===== src/rtl/uart_fifo_bridge_pkg.sv =====
// uart_fifo_bridge_pkg: shared register offsets, STATUS bit positions and FSM encodings
package uart_fifo_bridge_pkg;
    localparam logic [1:0] REG_DATA   = 2'd0;
    localparam logic [1:0] REG_STATUS = 2'd1;
    localparam logic [1:0] REG_CTRL   = 2'd2;
    localparam logic [1:0] REG_LEVEL  = 2'd3;
    localparam int ST_RX_EMPTY = 0;
    localparam int ST_RX_FULL  = 1;
    localparam int ST_TX_EMPTY = 2;
    localparam int ST_TX_FULL  = 3;
    localparam int ST_OVF      = 4;
    localparam int TX_TIMEOUT  = 15;
    typedef enum logic {RX_IDLE, RX_WAIT} rx_state_e;
    typedef enum logic [1:0] {TX_IDLE, TX_PULSE, TX_BUSY, TX_DONE} tx_state_e;
endpackage


===== src/rtl/uart_fifo_bridge_fifo.sv =====
// sync_fifo: single-clock FIFO with simultaneous push/pop and occupancy count
//  clk, rst_n      clock, asynchronous active-low reset
//  push, din       write request and data; honoured when not full or when a pop frees a slot
//  pop, dout       read request and head data; ignored when empty
//  full, empty     occupancy flags
//  count           number of stored entries (DEPTH_LOG2+1 bits)
module sync_fifo #(
    parameter int WIDTH      = 8,
    parameter int DEPTH_LOG2 = 4
) (
    input  logic                  clk,
    input  logic                  rst_n,
    input  logic                  push,
    input  logic                  pop,
    input  logic [WIDTH-1:0]      din,
    output logic [WIDTH-1:0]      dout,
    output logic                  full,
    output logic                  empty,
    output logic [DEPTH_LOG2:0]   count
);
    localparam int DEPTH = 1 << DEPTH_LOG2;
    localparam int CW    = DEPTH_LOG2 + 1;
    logic [WIDTH-1:0]      mem_q [DEPTH];
    logic [DEPTH_LOG2-1:0] wr_ptr_q, wr_ptr_d, rd_ptr_q, rd_ptr_d;
    logic [CW-1:0]         count_q, count_d;
    logic                  do_push, do_pop;
    assign empty   = count_q == '0;
    assign full    = count_q == CW'(DEPTH);
    assign do_pop  = pop & ~empty;
    // A pop in the same cycle frees the slot, so a push to a full FIFO still lands
    assign do_push = push & (~full | do_pop);
    assign dout    = mem_q[rd_ptr_q];
    assign count   = count_q;
    always_comb begin
        wr_ptr_d = do_push ? wr_ptr_q + DEPTH_LOG2'(1) : wr_ptr_q;
        rd_ptr_d = do_pop ? rd_ptr_q + DEPTH_LOG2'(1) : rd_ptr_q;
        count_d  = count_q + CW'(do_push) - CW'(do_pop);
    end
    always_ff @(posedge clk or negedge rst_n) begin
        if (!rst_n) begin
            wr_ptr_q <= '0;
            rd_ptr_q <= '0;
            count_q  <= '0;
        end else begin
            wr_ptr_q <= wr_ptr_d;
            rd_ptr_q <= rd_ptr_d;
            count_q  <= count_d;
        end
    end
    always_ff @(posedge clk) begin
        if (do_push) mem_q[wr_ptr_q] <= din;
    end
endmodule


===== src/rtl/uart_fifo_bridge.sv =====
// uart_fifo_bridge: memory-mapped RX/TX FIFO front end for the UART core with level IRQ
//  cpu_clk, rst_in            clock, asynchronous active-low reset
//  addr, wdata, bus_write     CPU write port (0 DATA, 1 STATUS, 2 CTRL, 3 LEVEL)
//  bus_rd_done, rdata         read-completion strobe (pops RX on DATA) and combinational read data
//  rx_data, rx_new, uart_read core receive byte, level flag and one-cycle ack
//  tx_ready, tx_data, uart_write core transmit handshake
//  irq                        registered level interrupt
module uart_fifo_bridge
    import uart_fifo_bridge_pkg::*;
#(
    parameter int DEPTH_LOG2 = 4
) (
    input  logic        cpu_clk,
    input  logic        rst_in,
    input  logic [1:0]  addr,
    input  logic [15:0] wdata,
    input  logic        bus_write,
    input  logic        bus_rd_done,
    output logic [15:0] rdata,
    input  logic [7:0]  rx_data,
    input  logic        rx_new,
    output logic        uart_read,
    input  logic        tx_ready,
    output logic [7:0]  tx_data,
    output logic        uart_write,
    output logic        irq
);
    rx_state_e           rx_q, rx_d;
    tx_state_e           tx_q, tx_d;
    logic [3:0]          tmr_q, tmr_d;
    logic [7:0]          tx_data_q, tx_data_d;
    logic [1:0]          ctrl_q, ctrl_d;
    logic                ovf_q, ovf_d, irq_q, irq_d, uart_read_q, uart_read_d;
    logic                rx_push, rx_pop, rx_full, rx_empty, rx_accept, ovf_set;
    logic                tx_push, tx_pop, tx_full, tx_empty;
    logic [7:0]          rx_dout, tx_dout;
    logic [DEPTH_LOG2:0] rx_count, tx_count;
    logic [4:0]          status;
    logic                unused_wdata;
    assign unused_wdata = ^wdata[15:8];
    sync_fifo #(.WIDTH(8), .DEPTH_LOG2(DEPTH_LOG2)) u_rx_fifo (
        .clk(cpu_clk), .rst_n(rst_in), .push(rx_push), .pop(rx_pop), .din(rx_data),
        .dout(rx_dout), .full(rx_full), .empty(rx_empty), .count(rx_count)
    );
    sync_fifo #(.WIDTH(8), .DEPTH_LOG2(DEPTH_LOG2)) u_tx_fifo (
        .clk(cpu_clk), .rst_n(rst_in), .push(tx_push), .pop(tx_pop), .din(wdata[7:0]),
        .dout(tx_dout), .full(tx_full), .empty(tx_empty), .count(tx_count)
    );
    assign rx_pop     = bus_rd_done & (addr == REG_DATA);
    assign tx_push    = bus_write & (addr == REG_DATA);
    // A CPU pop in the capture cycle makes room even when RX is full
    assign rx_accept  = ~rx_full | rx_pop;
    assign uart_read  = uart_read_q;
    assign uart_write = tx_q == TX_PULSE;
    assign tx_data    = tx_data_q;
    assign irq        = irq_q;
    always_comb begin
        rx_d        = rx_q;
        rx_push     = 1'b0;
        ovf_set     = 1'b0;
        uart_read_d = 1'b0;
        if (rx_q == RX_IDLE) begin
            if (rx_new) begin
                rx_push     = rx_accept;
                ovf_set     = ~rx_accept;
                uart_read_d = 1'b1;
                rx_d        = RX_WAIT;
            end
        end else if (!rx_new) begin
            rx_d = RX_IDLE;
        end
    end
    always_comb begin
        tx_d      = tx_q;
        tx_pop    = 1'b0;
        tx_data_d = tx_data_q;
        tmr_d     = tmr_q;
        case (tx_q)
            TX_IDLE: begin
                if (!tx_empty && tx_ready) begin
                    tx_data_d = tx_dout;
                    tx_pop    = 1'b1;
                    tx_d      = TX_PULSE;
                end
            end
            TX_PULSE: begin
                tmr_d = '0;
                tx_d  = TX_BUSY;
            end
            TX_BUSY: begin
                // Leave when the core drops ready, or give up after TX_TIMEOUT cycles
                if (!tx_ready || tmr_q == 4'(TX_TIMEOUT - 1)) tx_d = TX_DONE;
                else tmr_d = tmr_q + 4'd1;
            end
            TX_DONE: begin
                if (tx_ready) tx_d = TX_IDLE;
            end
            default: tx_d = TX_IDLE;
        endcase
    end
    always_comb begin
        status              = '0;
        status[ST_RX_EMPTY] = rx_empty;
        status[ST_RX_FULL]  = rx_full;
        status[ST_TX_EMPTY] = tx_empty;
        status[ST_TX_FULL]  = tx_full;
        status[ST_OVF]      = ovf_q;
        ctrl_d = (bus_write && addr == REG_CTRL) ? wdata[1:0] : ctrl_q;
        ovf_d  = ovf_set | (ovf_q & ~(bus_write && addr == REG_STATUS && wdata[ST_OVF]));
        irq_d  = (ctrl_q[0] & ~rx_empty) | (ctrl_q[1] & tx_empty) | ovf_q;
        rdata  = addr == REG_DATA   ? {8'h00, rx_empty ? 8'h00 : rx_dout} :
                 addr == REG_STATUS ? {11'b0, status} :
                 addr == REG_CTRL   ? {14'b0, ctrl_q} :
                                      {8'(tx_count), 8'(rx_count)};
    end
    always_ff @(posedge cpu_clk or negedge rst_in) begin
        if (!rst_in) begin
            rx_q        <= RX_IDLE;
            tx_q        <= TX_IDLE;
            tmr_q       <= '0;
            tx_data_q   <= '0;
            ctrl_q      <= '0;
            ovf_q       <= 1'b0;
            irq_q       <= 1'b0;
            uart_read_q <= 1'b0;
        end else begin
            rx_q        <= rx_d;
            tx_q        <= tx_d;
            tmr_q       <= tmr_d;
            tx_data_q   <= tx_data_d;
            ctrl_q      <= ctrl_d;
            ovf_q       <= ovf_d;
            irq_q       <= irq_d;
            uart_read_q <= uart_read_d;
        end
    end
endmodule


===== config.mk =====
export PLATFORM = sky130hd
export DESIGN_NAME = uart_fifo_bridge
export DESIGN_NICKNAME = d
export VERILOG_FILES = /design/src/rtl/uart_fifo_bridge_pkg.sv /design/src/rtl/uart_fifo_bridge_fifo.sv /design/src/rtl/uart_fifo_bridge.sv
export SDC_FILE = /design/constraint.sdc
export NUM_CORES = 1
export LEC_CHECK = 0
export ABC_AREA = 1
export BUFFER_PORTS_ARGS = -buffer_cell sky130_fd_sc_hd__buf_2
export CAP_MARGIN = 10
export CORE_AREA = 3 3 191 193
export CTS_BUF_LIST = sky130_fd_sc_hd__clkbuf_4 sky130_fd_sc_hd__clkbuf_8 sky130_fd_sc_hd__clkbuf_16
export DETAILED_ROUTE_END_ITERATION = 16
export DIE_AREA = 0 0 194 196
export PLACE_DENSITY = 0.66
export RECOVER_POWER = 50
export SYNTH_ARGS = -nofsm -noshare
export SYNTH_HDL_FRONTEND = slang
export SYNTH_SLANG_ARGS = --single-unit

===== constraint.sdc =====
create_clock -name cpu_clk -period 3.1 [get_ports cpu_clk]
set_input_delay 0.155 -clock cpu_clk [delete_from_list [all_inputs] [get_ports cpu_clk]]
set_output_delay 0.155 -clock cpu_clk [all_outputs]
set_load 0.05 [all_outputs]

Word level (Yosys, flattened, before mapping)
Memories as Yosys holds them, arrays and structs flattened. A register that Yosys moved wholly into a read port is not among the register bits.
Cells that the tools add are included.
{ "word_totals": {"mem_count": 2, "elab_cells": 95, "register_bits": 38, "in_bits": 32, "out_inout_bits": 27, "mem_bits_rw": 256} }
{ "op_classes": {"n_eq_ne": 12, "addsub": 9, "bitwise": 21, "n_reduce_logical": 16, "mux": 22} }
{ "memory_table": {"columns": ["name", "words", "width", "rd", "rd_clocked_by_memory_dff", "wr", "line_no", "source"], "rows": [
  ["u_rx_fifo.mem_q", 16, 8, 1, 0, 1, "uart_fifo_bridge_fifo.sv:23", "logic [WIDTH-1:0] mem_q [DEPTH];"],
  ["u_tx_fifo.mem_q", 16, 8, 1, 1, 1, "uart_fifo_bridge_fifo.sv:23", null]
]} }
{ "ops": {"columns": ["op", "count"], "rows": [
  ["two-way mux 13 bit", 3],
  ["adder 4 x 1 -> 4 bit, second input constant", 5],
  ["two-way mux 1 bit", 12],
  ["adder 5 x 1 -> 5 bit", 2],
  ["== test 5 bit, second input constant", 2],
  ["zero test 5 bit", 2],
  ["subtractor 5 x 1 -> 5 bit", 2],
  ["AND 1 bit", 9],
  ["two-way mux 8 bit", 1],
  ["!= test 2 bit, second input constant", 4],
  ["one-hot mux 2 bit (4 select lines)", 1],
  ["one-hot mux 4 bit (2 select lines)", 1],
  ["== test 2 bit, second input constant", 3],
  ["two-way mux 2 bit", 3],
  ["inverter 1 bit", 6],
  ["OR 1 bit", 6],
  ["== test 2 x 1 -> 1 bit, second input constant", 2],
  ["== test 4 bit, second input constant", 1],
  ["logical AND 1 bit", 4],
  ["zero test 2 bit", 2],
  ["two-way mux 4 bit", 1],
  ["AND reduction 2 bit", 2],
  ["zero test 1 bit", 3],
  ["AND reduction 3 bit", 1],
  ["2 further kinds", 2]
]} }

Depth between registers and ports, before layout
Gate-level depths: netlist of run 1.
{ "depth": {"ltp_word": 10, "mapped_depth": 16, "depth_no_buf": 16} }

Cells and area by module
A second synthesis of run 1 with hierarchy kept.
{ "hier_totals": {"cells_unflattened": 1410, "area_unflattened_um2": 13755.7} }
{ "modules_own_cells": {"columns": ["module", "n_inst", "area_per_inst_um2", "seq_area_each_um2", "cells_each"], "rows": [
  ["sync_fifo", 2, 6284.8, 4169.0, 622],
  ["uart_fifo_bridge", 1, 1186.1, 500.5, 166]
]} }

Worst setup path before layout of run 1
Ideal clock, no wire load.
{ "synth_path": {"path_kind": "reg-to-reg", "startpoint": "register u_tx_fifo.count_q[3], in the netlist u_tx_fifo.count[3]", "endpoint": "register u_tx_fifo.count_q[4], in the netlist u_tx_fifo.count[4]", "arrival_ps": 2476, "stages_incl_launch_ff": 16, "synth_period_minus_slack_ps": 2555, "required_ps": 3021, "n_path_buf": 2, "slack_ps": 545, "setup_time_ps": 79, "cell_sequence": "dfrtp_1 > inv_1 > ha_1 > nand4_2 > nand3_2 > buf_6 > inv_2 > buf_6 > ha_1 > inv_1 > ha_1 > fa_1 > a21oi_1 > nor2_1 > nor2_1 > xor2_1"} }
{ "synth_via": {"elab_chain_len": 10, "word_cells_on_any_way": 13, "cone_classes": "add/sub (2); eq/ne (1); mux (2); bitwise (5); reduce/logical (3)"} }
{ "synth_lines": {"columns": ["item", "line_no", "source"], "rows": [
  ["from (decl)", "uart_fifo_bridge_fifo.sv:25", "logic [CW-1:0] count_q, count_d;"],
  ["from (signal assigned)", "uart_fifo_bridge_fifo.sv:47", "count_q <= count_d;"],
  ["zero test 5 bit (*)", "uart_fifo_bridge_fifo.sv:27", "assign empty = count_q == '0;"],
  ["zero test 1 bit", "uart_fifo_bridge.sv:80", "if (!tx_empty && tx_ready) begin"],
  ["logical AND 1 bit", "uart_fifo_bridge.sv:80", null],
  ["two-way mux 1 bit", "uart_fifo_bridge.sv:80", null],
  ["two-way mux 1 bit", "uart_fifo_bridge.sv:78", "case (tx_q)"],
  ["AND 1 bit (*)", "uart_fifo_bridge_fifo.sv:29", "assign do_pop = pop & ~empty;"],
  ["net u_tx_fifo.do_pop", "uart_fifo_bridge_fifo.sv:26", "logic do_push, do_pop;"],
  ["OR 1 bit", "uart_fifo_bridge_fifo.sv:31", "assign do_push = push & (~full | do_pop);"],
  ["AND 1 bit", "uart_fifo_bridge_fifo.sv:31", null],
  ["adder 5 x 1 -> 5 bit", "uart_fifo_bridge_fifo.sv:37", "count_d = count_q + CW'(do_push) - CW'(do_pop);"],
  ["subtractor 5 x 1 -> 5 bit (*)", "uart_fifo_bridge_fifo.sv:37", null],
  ["net u_tx_fifo.count_d[4]", "uart_fifo_bridge_fifo.sv:25", null]
]} }
Mark *: on every way through the listed nets, which the timed path passes. The rest lies on a longest branch.
A chain may end at the register's enable or synchronous reset.

Final worst setup path of run 1
{ "layout_path": {"startpoint": "register u_rx_fifo.rd_ptr_q[1]", "endpoint": "output rdata[2]"} }
{ "layout_via": {"elab_chain_len": 3} }
{ "layout_lines": {"columns": ["item", "line_no", "source"], "rows": [
  ["from (decl)", "uart_fifo_bridge_fifo.sv:24", "logic [DEPTH_LOG2-1:0] wr_ptr_q, wr_ptr_d, rd_ptr_q, rd_ptr_d;"],
  ["from (signal assigned)", "uart_fifo_bridge_fifo.sv:46", "rd_ptr_q <= rd_ptr_d;"],
  ["memory read (16 x 8 bit)", null, null],
  ["two-way mux 8 bit", "uart_fifo_bridge.sv:111", "rdata = addr == REG_DATA ? {8'h00, rx_empty ? 8'h00 : rx_dout} :"],
  ["two-way mux 13 bit", "uart_fifo_bridge.sv:111", null],
  ["to (decl)", "uart_fifo_bridge.sv:19", "output logic [15:0] rdata,"]
]} }
Every way passes these cells.

==> results of run 1 <==
[where the power goes]
group	switching, mW	internal (mW)	total [mW]
combinational	3.36	1.44	4.80
sequential	0.296	4.82	5.12
clock	1.53	2.33	3.86
total	5.19	8.59	13.8
[layout by cell type, fill, tap and decap left out, types with 3 or more instances in the layout]
| cell | count |
|---|---|
| nor2_1 | 75 |
| o21ai_0 | 15 |
| clkinv_2 | 4 |
| o211ai_1 | 8 |
| xnor2_1 | 4 |
| xor2_1 | 16 |
| nand2_1 | 413 |
| buf_4 | 15 |
| nor3_1 | 4 |
| clkbuf_4 | 6 |
| dlygate4sd3_1 | 4 |
| inv_2 | 11 |
| a21oi_1 | 15 |
| edfxtp_1 | 256 |
| ha_1 | 29 |
| clkinv_1 | 11 |
| clkbuf_1 | 27 |
| nand2_2 | 3 |
| o21ai_1 | 11 |
| inv_1 | 204 |
| buf_12 | 3 |
| clkbuf_16 | 35 |
| buf_2 | 21 |
| nand3_1 | 178 |
| conb_1 | 3 |
| dfrtp_1 | 44 |
[cells in the mapped netlist, types with 2 or more instances]
cell type and count:
clkbuf_1 2, ha_1 29, dfrtp_1 46, fa_1 2, nand4_1 2, xnor2_1 4, nor3b_1 2, nand2_2 3
o21ai_0 15, o211ai_1 8, buf_4 16, inv_2 11, o21ai_1 11, nor3_1 4, buf_6 17, a21oi_1 15
xor2_1 16, nand2_1 413, clkinv_1 2, inv_1 204, nand3_2 2, edfxtp_1 256, buf_2 23, nor2_2 2
nand3_1 178, nor2_1 75
[worst max-delay path: cells and delay by family, from the launching register on]
| kind | cells | cell delay, ns |
|---|---|---|
| AND/OR/NAND/NOR | 6 | 0.78 |
| flip-flops | 1 | 0.38 |
| buffers and inverters | 2 | 0.84 |
[per-layer routing]
metal  share of wire [%]  vias to the layer above  global-route usage, %
met5               0.044                        -                      0
met4                 2.7                        2                   5.27
li1                    -                     4506                      -
met3                 5.8                       62                   3.09
met1                  42                     4186                   19.8
met2                  49                      243                   27.7
[state kept, by name, summed over array words and instances (netlist names), 5 cells and up]
signal	count
u_rx_fifo.mem_q	128
tx_data	8
u_rx_fifo.count	5
u_tx_fifo.count	5
u_tx_fifo.mem_q	128
[worst max path at each step]
| stage | start | endpoint | slack (ns) |
|---|---|---|---|
| floorplan | u_tx_fifo.count[3] | u_tx_fifo.count[4] | 0.55 |
| global placement | u_rx_fifo.count[3] | u_rx_fifo.count[4] | 0.49 |
| detailed placement | u_rx_fifo.count[2] | u_rx_fifo.count[4] | 0.43 |
| CTS | u_rx_fifo.count[2] | u_rx_fifo.count[4] | 0.40 |
| global route | u_rx_fifo.count[2] | u_rx_fifo.count[4] | 0.12 |
| finish | u_rx_fifo.rd_ptr_q[1] | rdata[2] | 0.43 |
[area by class of cell]
class,instances,share of cell area [%]
clock buffer,43,6.13
sequential,302,57.2
timing repair buffer,70,2.71
clock inverter,17,0.841
tap,455,3.68
multi-input combinational,791,24.2
inverter,217,5.27
[kinds of logic after synthesis]
group | synth area share [%]
AO/OA/AOI/OAI | 2.15
multiplexers | 0.0813
flip-flops | 63.8
other | 0.0271
buffers and inverters | 9.16
XOR/XNOR | 1.27
adder cells (fa/ha/maj) | 2.91
AND/OR/NAND/NOR | 20.6
==> results.cfg, run 1 <==
[run_status]
run_status = finished, violations left
violations = capacitance limit, slew limit

[setup_path]
slowest_delay_ns = 0.56
cp.arrival_ns = 2.51
required_ns = 2.94
reg2reg_from = u_rx_fifo.count[3]
rrSetupSlack_ns = 0.43
crit_path_start_kind = register
worst-path-max-fanout = 40
cpMaxStageDelayCell = inv_2
rr_endpoint = u_rx_fifo.count[4]
cp-end-kind = primary output
path_class = register to primary output
reg2regPathDepth = 16
worstPathCellList = inv_2 -> nand3_1 -> nand3_1 -> nand3_1 -> nand2_1 -> nand2_1 -> nand2_1 -> buf_2

[clock_network]
clock_latency_ns = 0.52
cts_tree = built
cts_hold_buffers = 4
numCtsBuffers = 34
cts-root-buf = clkbuf_16
clkTransAtPathRegs_ns = 0.06
cts_setup_buffers = 0
clock_sinks = 302
cts_buffer_depth = 3
htree_levels = 2
cts_resized = 0

[hold_path]
worstHoldPathCells = 3
hp-class = primary input to register
hold_path_startpoint = tx_ready
whs_endpoint = tmr_q[1]

[finish]
instances_no_fill = 1895
area_growth_pct = 11.7
final_area_um2 = 15500
drive_above_1_share_pct = 7.92
fin_nets = 1479
final_core_util_pct = 44.6
multi_input_area_um2 = 3740
antenna_cells = 0
fill_cells = 3241
regArea_um2 = 8840

[synthesis]
synth.distinct_cells = 35
yosys.area.top_type = edfxtp_1
synthesis.area_um2 = 13800
synthArstFlopShare_pct = 15.2
syn_inst = 1367
ys_seq_elements = 302
synth.avg_cell_area_um2 = 10.1
yosys-top-cells-area = edfxtp_1 (56%), nand2_1 (11%), dfrtp_1 (8.3%)
ys.flop_type = edfxtp_1
synth_edf_count = 256
yosysWarnings = 0
ys_seq_area_share_pct = 63.8
netlist.area_leader.share_pct = 55.5

[placement]
dpl.hpwl_um = 18900
io_buffers = 47
preCtsSetupSlack_ns = 0.429
place_inst = 1831
gp_congestion = 0.847
placed_area_um2 = 14400

[sta]
rsz0062_at_grt = no
finalSetupViolations = 0
relSlewSlack_pct = -48.3
period_needed_ns = 2.67
fin_tns_setup_ns = 0
hold_viol = 0
setup_ws_ns = 0.430
fmax_mhz = 375
fin_worst_hold_slack_ns = 0.0618
finalCritPeriodShare_pct = 86.1
worstMarginPinSlew_ns = 2.22
finalClockSkew_ns = 0.0207
slew_viol_final = 39

[global_route]
grt_pass1_wl_um = 48100
grt_overflow = 0
grt_usage_pct = 15.8
grt_start_max_net_pins = 75
grt_antenna_before_repair = 1
grt_pass1_vias = 8995

[detailed_routing]
ant_nets = 0
drt-total-wl_um = 29800
via_per_inst = 4.75
via_count = 8999
wire_per_inst_um = 15.7
dr.first_iter.drc_count = 627
first_pass_iters = 5
drc = 0

[floorplan]
die_h_um = 196
die_area_um2 = 38000
rows = 68
io_pins = 59
start_util_pct = 39.9
core-area_um2 = 34700
die_w_um = 194

[pwr]
p_total_mw = 13.8
peakVddDrop_mv = 0.588
power.density_nw_per_um2 = 891
p_leak_nw = 6.65

[flow_run]
drv_cap = 1
Note: power is estimated with default switching activity, not from simulation.
==> run 2: changes to the inputs <==
--- a/config.mk
+++ b/config.mk
@@ -9,11 +9,12 @@
 export BUFFER_PORTS_ARGS = -buffer_cell sky130_fd_sc_hd__buf_2
 export CAP_MARGIN = 10
 export CORE_AREA = 3 3 191 193
-export CTS_BUF_LIST = sky130_fd_sc_hd__clkbuf_4 sky130_fd_sc_hd__clkbuf_8 sky130_fd_sc_hd__clkbuf_16
+export CTS_BUF_LIST = sky130_fd_sc_hd__clkbuf_4
 export DETAILED_ROUTE_END_ITERATION = 16
 export DIE_AREA = 0 0 194 196
 export PLACE_DENSITY = 0.66
 export RECOVER_POWER = 50
+export SETUP_SLACK_MARGIN = 0.2
 export SYNTH_ARGS = -nofsm -noshare
 export SYNTH_HDL_FRONTEND = slang
 export SYNTH_SLANG_ARGS = --single-unit
==> run 2 against run 1 <==
The flow still finishes with violations (capacitance limit, slew limit). Sequential cell count unchanged. Sequential power barely moved. Sequential share of layout area shrank 0.76 points. Worst setup slack lost 0.050 ns. Register-to-register slack lost 0.05 ns. Critical path depth increased by 8. Critical endpoint is now u_rx_fifo.count[4]. Highest routed layer is now met4.
==> results.cfg, run 2 (synthesis gave the netlist of run 1 again) <==
[global_route]
grt_pass1_wl_um = 48900
grt_overflow = 0
grt_antenna_before_repair = 1
grt_pass1_vias = 9464
grt_usage_pct = 16.2
grt_start_max_net_pins = 75

[detailed_routing]
dr.first_iter.drc_count = 544
wire_per_inst_um = 15.2
drt-total-wl_um = 30400
ant_nets = 0
drc = 0
via_per_inst = 4.70
via_count = 9407
first_pass_iters = 5

[placement]
dpl.hpwl_um = 18900
io_buffers = 47
place_inst = 1831
preCtsSetupSlack_ns = 0.429
placed_area_um2 = 14400
gp_congestion = 0.847

[setup_path]
worst-path-max-fanout = 9
reg2reg_from = u_rx_fifo.count[3]
reg2regPathDepth = 16
cp-end-kind = register
crit_path_start_kind = register
cp.arrival_ns = 3.34
rrSetupSlack_ns = 0.38
required_ns = 3.73
path_class = register to register
rr_endpoint = u_rx_fifo.count[4]

[hold_path]
worstHoldPathCells = 2
whs_endpoint = rx_q
hp-class = primary input to register
hold_path_startpoint = rx_new

[clock_network]
numCtsBuffers = 80
cts_setup_buffers = 0
cts_tree = built
cts-root-buf = clkbuf_4
clock_latency_ns = 0.72
clkTransAtPathRegs_ns = 0.07
clock_sinks = 302
htree_levels = 3
cts_buffer_depth = 3

[finish]
mostFrequentLayoutCell = nand2_1
final_area_um2 = 15700
instances_no_fill = 2002
fin_nets = 1550
drive_above_1_share_pct = 12.6
layout_common_cells = nand2_1 (413), edfxtp_1 (256), inv_1 (204), nand3_1 (178), clkbuf_4 (128)
area_growth_pct = 13.2

[sta]
fmax_mhz = 368
setup_ws_ns = 0.381
hold_viol = 0
worstMarginPinSlew_ns = 2.26
period_needed_ns = 2.72
finalCritPeriodShare_pct = 87.7
finalSetupViolations = 0
relSlewSlack_pct = -50.4
slew_viol_final = 39
fin_worst_hold_slack_ns = 0.129
finalClockSkew_ns = 0.0425
fin_tns_setup_ns = 0
rsz0062_at_grt = no

[floorplan]
core-area_um2 = 34700
rows = 68
start_util_pct = 39.9
die_area_um2 = 38000
die_w_um = 194
die_h_um = 196
io_pins = 59

[flow_run]
drv_cap = 1

[pwr]
peakVddDrop_mv = 0.610
power.density_nw_per_um2 = 858
p_leak_nw = 6.84

[run_status]
run_status = finished, violations left
violations = capacitance limit, slew limit
## run 2: cell count changes in the layout (fill, tap and decap cells not counted), sizes merged
| cell | delta |
|---|---|
| buf | +3 |
| clkinvlp | -1 |
| diode | +2 |
| clkinv | -2 |
| dlygate4sd3 | +25 |
| clkbuf | +81 |
| bufinv | -1 |
## run 2: through the flow
| step | power, mW | utilization [%] |
|---|---|---|
| global route | 14.4 | 45.2 |
| finish | 13.5 | 45.2 |
| CTS | 13.6 | 45.2 |
| detailed placement | 10.0 | 41.4 |
| floorplan | 8.93 | - |
| global placement | 9.93 | 41.4 |
## run 2: timing repair
| item | in CTS | in global routing |
|---|---|---|
| endpoints found under the hold margin | 321 | 0 |
| endpoints found under the setup margin | 1 | 5 |
| hold buffers | 29 | 0 |
| resized for setup | 1 | 3 |
## run 2: layout make-up
type | count | area [um2]
Fill cell | 3314 | 19000
Antenna cell | 2 | 5.00
Timing Repair Buffer | 95 | 677
Inverter | 217 | 820
Clock buffer | 127 | 953
Sequential cell | 302 | 8840
Tap cell | 455 | 569
Clock inverter | 13 | 75.1
Multi-Input combinational cell | 791 | 3730
## run 2: how the worst max path moves through the flow
| stage | start | end | cells after the start |
|---|---|---|---|
| after global routing | u_rx_fifo.count[2] | u_rx_fifo.count[4] | 16 |
| after detailed placement | u_rx_fifo.count[2] | u_rx_fifo.count[4] | 16 |
| after global placement | u_rx_fifo.count[3] | u_rx_fifo.count[4] | 16 |
| after CTS | u_rx_fifo.rd_ptr_q[0] | rdata[4] | 11 |
| final | u_rx_fifo.count[3] | u_rx_fifo.count[4] | 16 |
| after floorplan | u_tx_fifo.count[3] | u_tx_fifo.count[4] | 15 |
## run 2: layer usage
metal	vias to the layer above	share of wire, %	track usage, %
met2	280	49	27.9
met5	-	0	0
li1	4702	-	-
met3	60	6.3	3.71
met4	0	2.8	6.76
met1	4365	42	19.8
## run 2: worst max-delay path, stage by stage (launching register included)
cell	delay [ns]
dfrtp_1	0.40
inv_1	0.09
ha_1	0.14
nand2_1	0.05
nor2_1	0.20
nand2_1	0.13
nand2_1	0.09
inv_2	0.08
nand2_2	0.08
inv_2	0.05
ha_1	0.27
inv_1	0.06
ha_1	0.15
inv_1	0.05
fa_1	0.40
o21ai_0	0.22
xor2_1	0.15
## run 2: power breakdown
group          internal (mW)  switching (mW)
Combinational           1.49            3.37
Clock                   1.92            1.56
Sequential              4.82           0.298
Total                   8.23            5.23
==> run 3: changes to the inputs <==
--- a/config.mk
+++ b/config.mk
@@ -14,6 +14,7 @@
 export DIE_AREA = 0 0 194 196
 export PLACE_DENSITY = 0.66
 export RECOVER_POWER = 50
+export REMOVE_ABC_BUFFERS = 1
 export SETUP_SLACK_MARGIN = 0.2
 export SYNTH_ARGS = -nofsm -noshare
 export SYNTH_HDL_FRONTEND = slang
==> run 3 against run 2 <==
The flow still finishes with violations (capacitance limit, slew limit). Die area is the same. Combinational power grew 1%. Critical endpoint is now u_tx_fifo.count[4]. Global-route usage shrank 0.058 points. Worst setup slack lost 0.0020 ns. Core utilization shrank 0.17 points. Final cell count is essentially flat. Clock skew shrank 0.0047 ns. Design area shrank 0.37%. Critical path depth shrank 3. Largest cell class unchanged. Non-clock buffer count shrank 1.
==> results.cfg, run 3 (synthesis gave the netlist of run 1 again) <==
[run_status]
run_status = finished, violations left
violations = capacitance limit, slew limit

[floorplan]
core-area_um2 = 34700
start_util_pct = 39.9
die_area_um2 = 38000
die_h_um = 196
die_w_um = 194
io_pins = 59
rows = 68

[pwr]
peakVddDrop_mv = 0.615
power.density_nw_per_um2 = 857
p_leak_nw = 6.81

[global_route]
grt.met2_usage_pct = 27.6
grt_antenna_before_repair = 2
gr-usage-met3_pct = 3.66
grt_start_max_net_pins = 66
grt_pass1_wl_um = 48900
grt_pass1_vias = 9470
grt_overflow = 0
grt_busiest_layer = met2
grt_util_met1_pct = 20.6
grt_usage_pct = 16.2

[hold_path]
hold_path_startpoint = rx_new
worstHoldPathCells = 2
whs_endpoint = rx_q
hp-class = primary input to register

[detailed_routing]
first_pass_iters = 7
wire_per_inst_um = 15.4
via_count = 9438
via_per_inst = 4.72
ant_nets = 0
drt-total-wl_um = 30800
drc = 0
dr.first_iter.drc_count = 655

[sta]
relSlewSlack_pct = -17.7
fin_worst_hold_slack_ns = 0.152
finalClockSkew_ns = 0.0378
fin_tns_setup_ns = 0
slew_viol_final = 31
worstMarginPinSlew_ns = 1.77
fmax_mhz = 367
hold_viol = 0
period_needed_ns = 2.72
finalSetupViolations = 0
rsz0062_at_grt = yes
finalCritPeriodShare_pct = 87.8

[setup_path]
worst-path-max-fanout = 13
worstPathCellList = inv_1 -> ha_1 -> nand4_1 -> nand3_2 -> inv_2 -> ha_1 -> inv_1 -> ha_1 -> fa_1 -> a21oi_1 -> nor2_1 -> nor2_1 -> xor2_1
cp.arrival_ns = 3.38
reg2reg_from = u_tx_fifo.count[3]
crit_top_cell = ha_1
required_ns = 3.76
reg2regPathDepth = 13
crit_path_start_kind = register
cp-end-kind = register
rr_endpoint = u_tx_fifo.count[4]
slowest_delay_ns = 0.44
cpMaxStageDelayCell = fa_1
rrSetupSlack_ns = 0.38
path_class = register to register

[placement]
dpl.hpwl_um = 18900
placed_area_um2 = 14400
gp_congestion = 0.812
io_buffers = 47

[finish]
final_area_um2 = 15600
layout_common_cells = nand2_1 (414), edfxtp_1 (256), inv_1 (204), nand3_1 (178), clkbuf_4 (116)
fin_nets = 1546
area_growth_pct = 12.8
drive_above_1_share_pct = 12.2
mostFrequentLayoutCell = nand2_1
fill_cells = 3301

[clock_network]
clock_sinks = 302
clock_latency_ns = 0.74
htree_levels = 3
cts_buffer_depth = 3
clkTransAtPathRegs_ns = 0.06
cts_tree = built
cts_setup_buffers = 0
numCtsBuffers = 77
cts-root-buf = clkbuf_4

[flow_run]
drv_cap = 1
-- run 3: cell count changes in the layout (fill, tap and decap cells not counted), sizes merged --
cell,previous run,this run
clkbuf,151,139
inv,216,218
diode,2,3
clkinv,13,20
-- run 3: report_power, final --
part / internal, mW / total, mW / switching, mW / leakage, nW
Combinational: 1.49 / 4.91 / 3.42 / 3.35
Sequential: 4.82 / 5.09 / 0.278 / 2.86
Clock: 1.80 / 3.38 / 1.58 / 0.598
Total: 8.10 / 13.4 / 5.29 / 6.81
-- run 3: timing repair --
| item | in CTS | in global routing |
|---|---|---|
| endpoints found under the setup margin | 2 | 8 |
| resized for setup | 1 | 4 |
| hold buffers | 29 | 0 |
| pin swaps | 0 | 0 |
| endpoints found under the hold margin | 313 | 0 |
-- run 3: per-layer routing --
metal	routed length (um)	vias to the layer above
met1	13400	4408
met2	14800	281
met4	649	0
li1	-	4691
met5	0	-
met3	1900	58
-- run 3: layout make-up --
cell class / count / area, um2 / share of cell area (%)
Clock inverter: 22 / 114 / 0.729
Timing Repair Buffer: 94 / 662 / 4.24
Sequential cell: 302 / 8840 / 56.6
Inverter: 217 / 817 / 5.23
Antenna cell: 3 / 7.51 / 0.0481
Multi-Input combinational cell: 791 / 3740 / 23.9
Tap cell: 455 / 569 / 3.65
Clock buffer: 116 / 871 / 5.58
-- run 3: critical path, delay by kind of cell (launching register included) --
| family | cells | cell delay, ns |
|---|---|---|
| xor gates and xnor gates | 1 | 0.15 |
| and+or+nand+nor | 4 | 0.55 |
| adders and majority gates | 4 | 1.12 |
| buffers and inverters | 3 | 0.26 |
| AOI/OAI and AO/OA | 1 | 0.18 |
| DFF | 1 | 0.38 |
-- run 3: worst max-delay path by stage --
stage	from	endpoint	slack [ns]	depth (start not counted)
2_1_floorplan	u_rx_fifo.rd_ptr_q[0]	rdata[0]	0.02	8
3_3_place_gp	u_rx_fifo.count[3]	u_rx_fifo.count[4]	0.46	16
3_5_place_dp	u_rx_fifo.count[2]	u_rx_fifo.count[4]	0.41	16
4_1_cts	u_rx_fifo.rd_ptr_q[0]	rdata[7]	0.25	10
5_1_grt	u_rx_fifo.count[2]	u_rx_fifo.count[4]	0.13	16
6_report	u_tx_fifo.count[3]	u_tx_fifo.count[4]	0.38	13
-- run 3: per-stage QoR --
| step | utilization (%) | instances | power (mW) | setup slack, ns |
|---|---|---|---|---|
| floorplan | - | 1310 | 8.45 | 0.0195 |
| CTS | 45.1 | 1997 | 13.5 | 0.255 |
| finish | 45.0 | 2000 | 13.4 | 0.379 |
| global placement | 41.4 | 1830 | 9.91 | 0.464 |
| global route | 45.0 | 1999 | 14.3 | 0.126 |
| detailed placement | 41.4 | 1830 | 10.0 | 0.405 |
